### src/rtl/hazard_forwarding_unit_pkg.sv
// Shared definitions for the ID-stage hazard/forwarding unit: operand-mux
// encodings, default widths and shadow-entry field widths.
package hazard_forwarding_unit_pkg;

  localparam int REG_ADDR_W_DEF = 5;
  localparam int STAT_W_DEF     = 32;

  // Field widths of one {rd, we, load} shadow entry (rd width is REG_ADDR_W)
  localparam int SHADOW_WE_W   = 1;
  localparam int SHADOW_LOAD_W = 1;

  typedef enum logic [1:0] {
    FWD_RF  = 2'b00,
    FWD_EX  = 2'b01,
    FWD_MEM = 2'b10,
    FWD_WB  = 2'b11
  } fwd_sel_e;

  // Number of operands (0..2) actually taking a bypass path this cycle
  function automatic logic [1:0] fwd_events(input logic [1:0] sel_a,
                                            input logic [1:0] sel_b);
    logic [1:0] n;
    n = {1'b0, sel_a != FWD_RF} + {1'b0, sel_b != FWD_RF};
    return n;
  endfunction

endpackage

### src/rtl/hazard_forwarding_unit_if.sv
// ID-stage hazard bundle: decoded register usage in, stall/flush/forward
// controls out. Statistics members are only driven with HAZARD_STATS_EN.
interface hazard_forwarding_unit_if
  import hazard_forwarding_unit_pkg::*;
#(
  parameter int REG_ADDR_W = REG_ADDR_W_DEF,
  parameter int STAT_W     = STAT_W_DEF
);

  logic [REG_ADDR_W-1:0] ID_rs1;
  logic [REG_ADDR_W-1:0] ID_rs2;
  logic                  ID_uses_rs1;
  logic                  ID_uses_rs2;
  logic [REG_ADDR_W-1:0] ID_rd;
  logic                  ID_RF_Enable;
  logic                  ID_Load_Instr;
  logic                  EX_flush;

  logic                  cu_mux_sel;
  logic                  PC_LE;
  logic                  IF_ID_LE;
  logic                  IF_ID_CLR;
  logic [1:0]            fwd_sel_a;
  logic [1:0]            fwd_sel_b;
  logic [STAT_W-1:0]     stall_count;
  logic [STAT_W-1:0]     fwd_count;

  modport master (
    output ID_rs1, ID_rs2, ID_uses_rs1, ID_uses_rs2, ID_rd,
           ID_RF_Enable, ID_Load_Instr, EX_flush,
    input  cu_mux_sel, PC_LE, IF_ID_LE, IF_ID_CLR,
           fwd_sel_a, fwd_sel_b, stall_count, fwd_count
  );

  modport slave (
    input  ID_rs1, ID_rs2, ID_uses_rs1, ID_uses_rs2, ID_rd,
           ID_RF_Enable, ID_Load_Instr, EX_flush,
    output cu_mux_sel, PC_LE, IF_ID_LE, IF_ID_CLR,
           fwd_sel_a, fwd_sel_b, stall_count, fwd_count
  );

endinterface

### src/rtl/hazard_forwarding_unit_shadow_stage.sv
// One shadow pipeline entry {rd, we, load}; reset and bubble both load an
// empty entry so a NOP never matches any consumer.
module hazard_shadow_stage
  import hazard_forwarding_unit_pkg::*;
#(
  parameter int REG_ADDR_W = REG_ADDR_W_DEF
) (
  input  logic                     clk,
  input  logic                     reset,
  input  logic                     bubble,
  input  logic [REG_ADDR_W-1:0]    nxt_rd,
  input  logic [SHADOW_WE_W-1:0]   nxt_we,
  input  logic [SHADOW_LOAD_W-1:0] nxt_load,
  output logic [REG_ADDR_W-1:0]    rd,
  output logic [SHADOW_WE_W-1:0]   we,
  output logic [SHADOW_LOAD_W-1:0] load
);

  always_ff @(posedge clk) begin
    if (reset || bubble) begin
      rd   <= '0;
      we   <= '0;
      load <= '0;
    end else begin
      rd   <= nxt_rd;
      we   <= nxt_we;
      load <= nxt_load;
    end
  end

endmodule

### src/rtl/hazard_forwarding_unit.sv
// ID-stage load-use stall, branch flush and operand-forwarding control.
// Optional HAZARD_STATS_EN adds stall/forward event counters.
module hazard_forwarding_unit
  import hazard_forwarding_unit_pkg::*;
#(
  parameter int REG_ADDR_W = REG_ADDR_W_DEF,
  parameter int STAT_W     = STAT_W_DEF
) (
  input  logic                     clk,
  input  logic                     reset,
  hazard_forwarding_unit_if.slave  bus
);

  logic [REG_ADDR_W-1:0] ex_rd,   mem_rd,   wb_rd;
  logic                  ex_we,   mem_we,   wb_we;
  logic                  ex_load, mem_load, wb_load;

  logic m_ex_a, m_mem_a, m_wb_a;
  logic m_ex_b, m_mem_b, m_wb_b;
  logic stall;
  logic [1:0] fwd_a, fwd_b;

  function automatic logic reg_match(input logic                  s_we,
                                     input logic [REG_ADDR_W-1:0] s_rd,
                                     input logic [REG_ADDR_W-1:0] r);
    return s_we && (s_rd == r) && (r != '0);
  endfunction

  // A load in EX has no data yet, so it is skipped and the next-older match wins
  function automatic logic [1:0] fwd_pick(input logic used,
                                          input logic hit_ex,
                                          input logic ex_is_load,
                                          input logic hit_mem,
                                          input logic hit_wb);
    if (!used)                   return FWD_RF;
    else if (hit_ex && !ex_is_load) return FWD_EX;
    else if (hit_mem)            return FWD_MEM;
    else if (hit_wb)             return FWD_WB;
    else                         return FWD_RF;
  endfunction

  // ---- shadow pipeline: ID -> EX -> MEM -> WB ----
  hazard_shadow_stage #(.REG_ADDR_W(REG_ADDR_W)) u_ex (
    .clk      (clk),
    .reset    (reset),
    .bubble   (bus.cu_mux_sel),
    .nxt_rd   (bus.ID_rd),
    .nxt_we   (bus.ID_RF_Enable),
    .nxt_load (bus.ID_Load_Instr),
    .rd       (ex_rd),
    .we       (ex_we),
    .load     (ex_load)
  );

  hazard_shadow_stage #(.REG_ADDR_W(REG_ADDR_W)) u_mem (
    .clk      (clk),
    .reset    (reset),
    .bubble   (1'b0),
    .nxt_rd   (ex_rd),
    .nxt_we   (ex_we),
    .nxt_load (ex_load),
    .rd       (mem_rd),
    .we       (mem_we),
    .load     (mem_load)
  );

  hazard_shadow_stage #(.REG_ADDR_W(REG_ADDR_W)) u_wb (
    .clk      (clk),
    .reset    (reset),
    .bubble   (1'b0),
    .nxt_rd   (mem_rd),
    .nxt_we   (mem_we),
    .nxt_load (mem_load),
    .rd       (wb_rd),
    .we       (wb_we),
    .load     (wb_load)
  );

  // ---- ID-stage hazard detection and operand selection ----
  always_comb begin
    m_ex_a  = reg_match(ex_we,  ex_rd,  bus.ID_rs1);
    m_mem_a = reg_match(mem_we, mem_rd, bus.ID_rs1);
    m_wb_a  = reg_match(wb_we,  wb_rd,  bus.ID_rs1);
    m_ex_b  = reg_match(ex_we,  ex_rd,  bus.ID_rs2);
    m_mem_b = reg_match(mem_we, mem_rd, bus.ID_rs2);
    m_wb_b  = reg_match(wb_we,  wb_rd,  bus.ID_rs2);

    stall = ex_load && ((bus.ID_uses_rs1 && m_ex_a) ||
                        (bus.ID_uses_rs2 && m_ex_b));

    fwd_a = fwd_pick(bus.ID_uses_rs1, m_ex_a, ex_load, m_mem_a, m_wb_a);
    fwd_b = fwd_pick(bus.ID_uses_rs2, m_ex_b, ex_load, m_mem_b, m_wb_b);
  end

  // Reset beats flush, flush beats stall: a stalled op behind a taken branch is dead
  always_comb begin
    bus.cu_mux_sel = 1'b0;
    bus.PC_LE      = 1'b1;
    bus.IF_ID_LE   = 1'b1;
    bus.IF_ID_CLR  = 1'b0;
    bus.fwd_sel_a  = fwd_a;
    bus.fwd_sel_b  = fwd_b;
    if (reset) begin
      bus.cu_mux_sel = 1'b1;
      bus.PC_LE      = 1'b0;
      bus.IF_ID_LE   = 1'b0;
      bus.fwd_sel_a  = FWD_RF;
      bus.fwd_sel_b  = FWD_RF;
    end else if (bus.EX_flush) begin
      bus.cu_mux_sel = 1'b1;
      bus.IF_ID_CLR  = 1'b1;
    end else if (stall) begin
      bus.cu_mux_sel = 1'b1;
      bus.PC_LE      = 1'b0;
      bus.IF_ID_LE   = 1'b0;
    end
  end

`ifdef HAZARD_STATS_EN
  logic [STAT_W-1:0] stall_cnt, fwd_cnt;

  // ---- statistics counters (wrap naturally) ----
  always_ff @(posedge clk) begin
    if (reset) begin
      stall_cnt <= '0;
      fwd_cnt   <= '0;
    end else begin
      if (stall && !bus.EX_flush)
        stall_cnt <= stall_cnt + STAT_W'(1);
      if (!stall && !bus.EX_flush)
        fwd_cnt <= fwd_cnt + STAT_W'(fwd_events(fwd_a, fwd_b));
    end
  end

  assign bus.stall_count = stall_cnt;
  assign bus.fwd_count   = fwd_cnt;
`else
  assign bus.stall_count = {STAT_W{1'b0}};
  assign bus.fwd_count   = {STAT_W{1'b0}};
`endif

endmodule

### src/flat_wrapper.sv
// flat-port wrapper written by rule: the top's interface ports become plain ports
module hazard_forwarding_unit_flat import hazard_forwarding_unit_pkg::*;
#(
  parameter int REG_ADDR_W = REG_ADDR_W_DEF,
  parameter int STAT_W     = STAT_W_DEF
)
  (clk, reset, bus_ID_rs1, bus_ID_rs2, bus_ID_uses_rs1, bus_ID_uses_rs2, bus_ID_rd, bus_ID_RF_Enable, bus_ID_Load_Instr, bus_EX_flush, bus_cu_mux_sel, bus_PC_LE, bus_IF_ID_LE, bus_IF_ID_CLR, bus_fwd_sel_a, bus_fwd_sel_b, bus_stall_count, bus_fwd_count);
  hazard_forwarding_unit_if #(.REG_ADDR_W(REG_ADDR_W), .STAT_W(STAT_W)) bus_i ();
  input  logic clk;
  input  logic reset;
  input wire logic [$bits(bus_i.ID_rs1)-1:0] bus_ID_rs1;
  input wire logic [$bits(bus_i.ID_rs2)-1:0] bus_ID_rs2;
  input wire logic [$bits(bus_i.ID_uses_rs1)-1:0] bus_ID_uses_rs1;
  input wire logic [$bits(bus_i.ID_uses_rs2)-1:0] bus_ID_uses_rs2;
  input wire logic [$bits(bus_i.ID_rd)-1:0] bus_ID_rd;
  input wire logic [$bits(bus_i.ID_RF_Enable)-1:0] bus_ID_RF_Enable;
  input wire logic [$bits(bus_i.ID_Load_Instr)-1:0] bus_ID_Load_Instr;
  input wire logic [$bits(bus_i.EX_flush)-1:0] bus_EX_flush;
  output wire logic [$bits(bus_i.cu_mux_sel)-1:0] bus_cu_mux_sel;
  output wire logic [$bits(bus_i.PC_LE)-1:0] bus_PC_LE;
  output wire logic [$bits(bus_i.IF_ID_LE)-1:0] bus_IF_ID_LE;
  output wire logic [$bits(bus_i.IF_ID_CLR)-1:0] bus_IF_ID_CLR;
  output wire logic [$bits(bus_i.fwd_sel_a)-1:0] bus_fwd_sel_a;
  output wire logic [$bits(bus_i.fwd_sel_b)-1:0] bus_fwd_sel_b;
  output wire logic [$bits(bus_i.stall_count)-1:0] bus_stall_count;
  output wire logic [$bits(bus_i.fwd_count)-1:0] bus_fwd_count;
  assign bus_i.ID_rs1 = bus_ID_rs1;
  assign bus_i.ID_rs2 = bus_ID_rs2;
  assign bus_i.ID_uses_rs1 = bus_ID_uses_rs1;
  assign bus_i.ID_uses_rs2 = bus_ID_uses_rs2;
  assign bus_i.ID_rd = bus_ID_rd;
  assign bus_i.ID_RF_Enable = bus_ID_RF_Enable;
  assign bus_i.ID_Load_Instr = bus_ID_Load_Instr;
  assign bus_i.EX_flush = bus_EX_flush;
  assign bus_cu_mux_sel = bus_i.cu_mux_sel;
  assign bus_PC_LE = bus_i.PC_LE;
  assign bus_IF_ID_LE = bus_i.IF_ID_LE;
  assign bus_IF_ID_CLR = bus_i.IF_ID_CLR;
  assign bus_fwd_sel_a = bus_i.fwd_sel_a;
  assign bus_fwd_sel_b = bus_i.fwd_sel_b;
  assign bus_stall_count = bus_i.stall_count;
  assign bus_fwd_count = bus_i.fwd_count;
  hazard_forwarding_unit #(.REG_ADDR_W(REG_ADDR_W), .STAT_W(STAT_W)) u_core (.clk(clk), .reset(reset), .bus(bus_i));
endmodule
### config.mk
export PLATFORM = sky130hd
export DESIGN_NAME = hazard_forwarding_unit_flat
export DESIGN_NICKNAME = d
export VERILOG_FILES = /design/src/rtl/hazard_forwarding_unit_pkg.sv /design/src/rtl/hazard_forwarding_unit_if.sv /design/src/rtl/hazard_forwarding_unit_shadow_stage.sv /design/src/rtl/hazard_forwarding_unit.sv /design/src/flat_wrapper.sv
export SDC_FILE = /design/constraint.sdc
export NUM_CORES = 1
export LEC_CHECK = 0
export CAP_MARGIN = 25
export CORE_MARGIN = 2
export CORE_UTILIZATION = 39
export DETAILED_ROUTE_END_ITERATION = 16
export PLACE_DENSITY = 0.82
export SLEW_MARGIN = 20
export SYNTH_ARGS = -nofsm -noshare
export SYNTH_HDL_FRONTEND = slang
export SYNTH_HIERARCHICAL = 1
export SYNTH_SLANG_ARGS = --single-unit
### constraint.sdc
create_clock -name clk -period 1.76 [get_ports clk]
set_input_delay 0.176 -clock clk [delete_from_list [all_inputs] [get_ports clk]]
set_output_delay 0.176 -clock clk [all_outputs]
set_load 0.01 [all_outputs]
==> metrics.sh <==
POWER_PER_CELL_AREA_nW_PER_UM2=480
INITIALDRTVIOLATIONCOUNT=22
SETUP_VIOLATIONS=4
FLOW.AREA_GROWTH_FROM_SYNTHESIS_PCT=38.8
DIE_X_UM=68.2
RSZ_0062_RAISED_AFTER_GLOBAL_ROUTING='yes'
SYNTH_WARNINGS=6
MULTI_INPUT_COMB_AREA_UM2=1270
GRT_FIRST_PASS_WIRELENGTH_UM=5650
DR.PASS1.ITERS=4
INT_POWER_mW=0.724
CRITICAL_PATH_PEAK_FANOUT=3
FAILED_CHECKS='setup timing'
CTS.HTREE.LEVELS=1
P_CLK_SHARE_PCT=30.4
NETLIST_INSTANCES=184
TIMING.FMAX_MHz=552
VIAS_PER_CELL=4.54
GRT.TOTAL_USAGE_PCT=16.8
ANTENNA_FOUND_INITIAL=0
TIMING.FINAL.WS_SETUP_NS=-0.0500
GP_CONGESTION=0.844
SEQ_POWER_SHARE_PCT=41.3
CLKLATENCYLATEPIN_NS=0.27
FINAL_HOLD_VIOL_COUNT=0
POWER.LEAKAGE_nW=0.962
STARTPOINT_TYPE='primary input'
HOLD_CLASS='primary input to flip-flop'
NUMPORTBUFFERS=29
CLKTRANSATPATHREGS_NS=0.08
WORST_SETUP_PATH_STARTPOINT='bus_ID_rs1[3]'
DRIVE_ABOVE_1_SHARE_PCT=35.2
SWITCHING_SHARE_PCT=32.3
TIMING.CRITICAL_PATH.ARRIVAL_NS=1.63
CLOCK-SINKS=19
SETUP.WORST_PATH.END_CLASS='output pin'
WORSTSETUPENDPOINT='bus_cu_mux_sel'
ROW_COUNT=23
HPWL_UM=2760
REGAREA_UM2=405
FINAL_COMMON_CELL='sky130_fd_sc_hd__conb_1'
MAX-CLOCK-PATH-BUFFERS=2
TYPE_OF_THE_SETUP_PATH_WITH_THE_LEAST_SLACK='primary input to output pin'
TRITONCTS_CLOCK_TREE='yes'
GRT_MAX_DEGREE=14
TIMING.RR.END='u_core/u_ex/rd[0]$_SDFF_PP0_'
OUTCOME='complete, but fails checks'
ANTENNA_CELLS=0
SLEW_VIOL_FINAL=0
PRE_CTS_SLACK_NS=-0.726
NUMBER_OF_GLOBAL_ROUTE_VIAS_BEFORE_REPAIR=1238
COREAREA_UM2=3970
REMAINING_DRC_ERRORS=0
NUMCTSBUFFERS=3
WORSTPATHREQUIRED_NS=1.58
CLOCK-SKEW-FINAL_NS=0.0100
CTSROOTBUFFERMASTER='sky130_fd_sc_hd__clkbuf_8'
NETLIST_AREA_UM2=1610
DIE_OUTLINE_AREA_UM2=4650
FINAL_CELL_MIX='sky130_fd_sc_hd__conb_1, sky130_fd_sc_hd__buf_4, sky130_fd_sc_hd__nor3b_1, sky130_fd_sc_hd__clkdlybuf4s50_1, sky130_fd_sc_hd__xnor2_2'
VDD_IR_DROP_MAX_mV=0.409
FILLER_CELL_COUNT=315
POSTROUTEWIRELENGTH_UM=3900
REGTOREGSETUPSLACK_NS=0.10
AVGROUTEDWIREPERCELL_UM=12.9
POST-LAYOUT-TOTAL-POWER_mW=1.07
CRITICAL_PATH.REG2REG.STARTPOINT='u_core/u_ex/rd[4]$_SDFF_PP0_'
LAYOUT.NETS=276
FINALCRITICALPERIOD_NS=1.81
SWITCHING_POWER_mW=0.346
GLOBAL_ROUTE.OVERFLOW_TOTAL=0
DIE_H_UM=68.2
MAXCAPVIOLATIONS=0
NUMBER_OF_PLACED_I_O_PINS=94
VIAS=1375
COMB_POWER_SHARE_PCT=28.4
INITIAL_CORE_UTIL_PCT=40.5
SYNTHESIS.AREA_PER_INSTANCE_UM2=8.73
ROUTE.ANTENNA.REMAINING_NETS=0
R2R.WORST_PATH.CELLS=6
FINAL.PERIOD_UTILIZATION_PCT=103
## cell type report
cell class	count	share of cell area, %
Clock buffer	3	1.85
Clock inverter	1	0.337
Multi-Input combinational cell	175	56.8
Sequential cell	19	18.2
Tap cell	50	2.81
Timing Repair Buffer	55	20.0
## how the worst min path moves through the flow
stage | start | end | slack (ns) | cells after the start
floorplan | reset | u_core/u_ex/load$_SDFF_PP0_ | 0.25 | 1
global placement | u_core/u_mem/rd[3]$_SDFF_PP0_ | u_core/u_wb/rd[3]$_SDFF_PP0_ | 0.51 | 1
detailed placement | u_core/u_mem/rd[3]$_SDFF_PP0_ | u_core/u_wb/rd[3]$_SDFF_PP0_ | 0.51 | 1
CTS | bus_ID_rd[4] | u_core/u_ex/rd[4]$_SDFF_PP0_ | 0.46 | 2
global route | bus_ID_rd[0] | u_core/u_ex/rd[0]$_SDFF_PP0_ | 0.46 | 2
finish | bus_ID_rd[4] | u_core/u_ex/rd[4]$_SDFF_PP0_ | 0.45 | 2
## state kept, by name, indices dropped and copies added, names as in the netlist
| register | count |
|---|---|
| u_core/u_wb/we | 1 |
| u_core/u_mem/rd | 5 |
| u_core/u_ex/we | 1 |
| u_core/u_wb/rd | 5 |
| u_core/u_ex/load | 1 |
| u_core/u_mem/we | 1 |
| u_core/u_ex/rd | 5 |
## power by group through the flow
| stage | combinational, mW | sequential, mW | clock (mW) |
|---|---|---|---|
| after floorplan | 0.239 | 0.451 | 0 |
| after global placement | 0.252 | 0.452 | 0 |
| after detailed placement | 0.257 | 0.453 | 0 |
| after CTS | 0.265 | 0.443 | 0.323 |
| after global routing | 0.334 | 0.442 | 0.357 |
| final | 0.303 | 0.441 | 0.325 |
## metal layers
metal,share of wire [%],global-route usage [%]
met5,0,0
met4,3.7,11.0
met3,7.0,2.63
met2,53,30.1
met1,36,18.2
## critical path: stages
cell and delay, ns:
sky130_fd_sc_hd__dlygate4sd2_1 0.30, sky130_fd_sc_hd__nor4_4 0.28, sky130_fd_sc_hd__o21a_1 0.24, sky130_fd_sc_hd__nor3_2 0.07, sky130_fd_sc_hd__or4_4 0.43, sky130_fd_sc_hd__buf_6 0.14
## metrics by stage
stage	TNS [ns]	cells	hold WS, ns	cell area [um2]	utilization, %
after floorplan	0	259	0.252	1890	-
after global placement	-7.38	296	0.507	1930	48.5
after detailed placement	-8.12	296	0.511	1930	48.5
after CTS	-0.0346	302	0.457	2060	51.8
after global routing	-0.680	303	0.463	2230	56.1
final	-0.121	303	0.453	2230	56.1
## timing repair
| action | CTS | global route |
|---|---|---|
| setup endpoints to repair | 15 | 11 |
| cloned | 0 | 0 |
| resized for setup | 80 | 32 |
| buffers inserted | 2 | 1 |
| hold buffers | 0 | 0 |
| pin swaps | 22 | 19 |
Power figures use the tool's default switching activity.
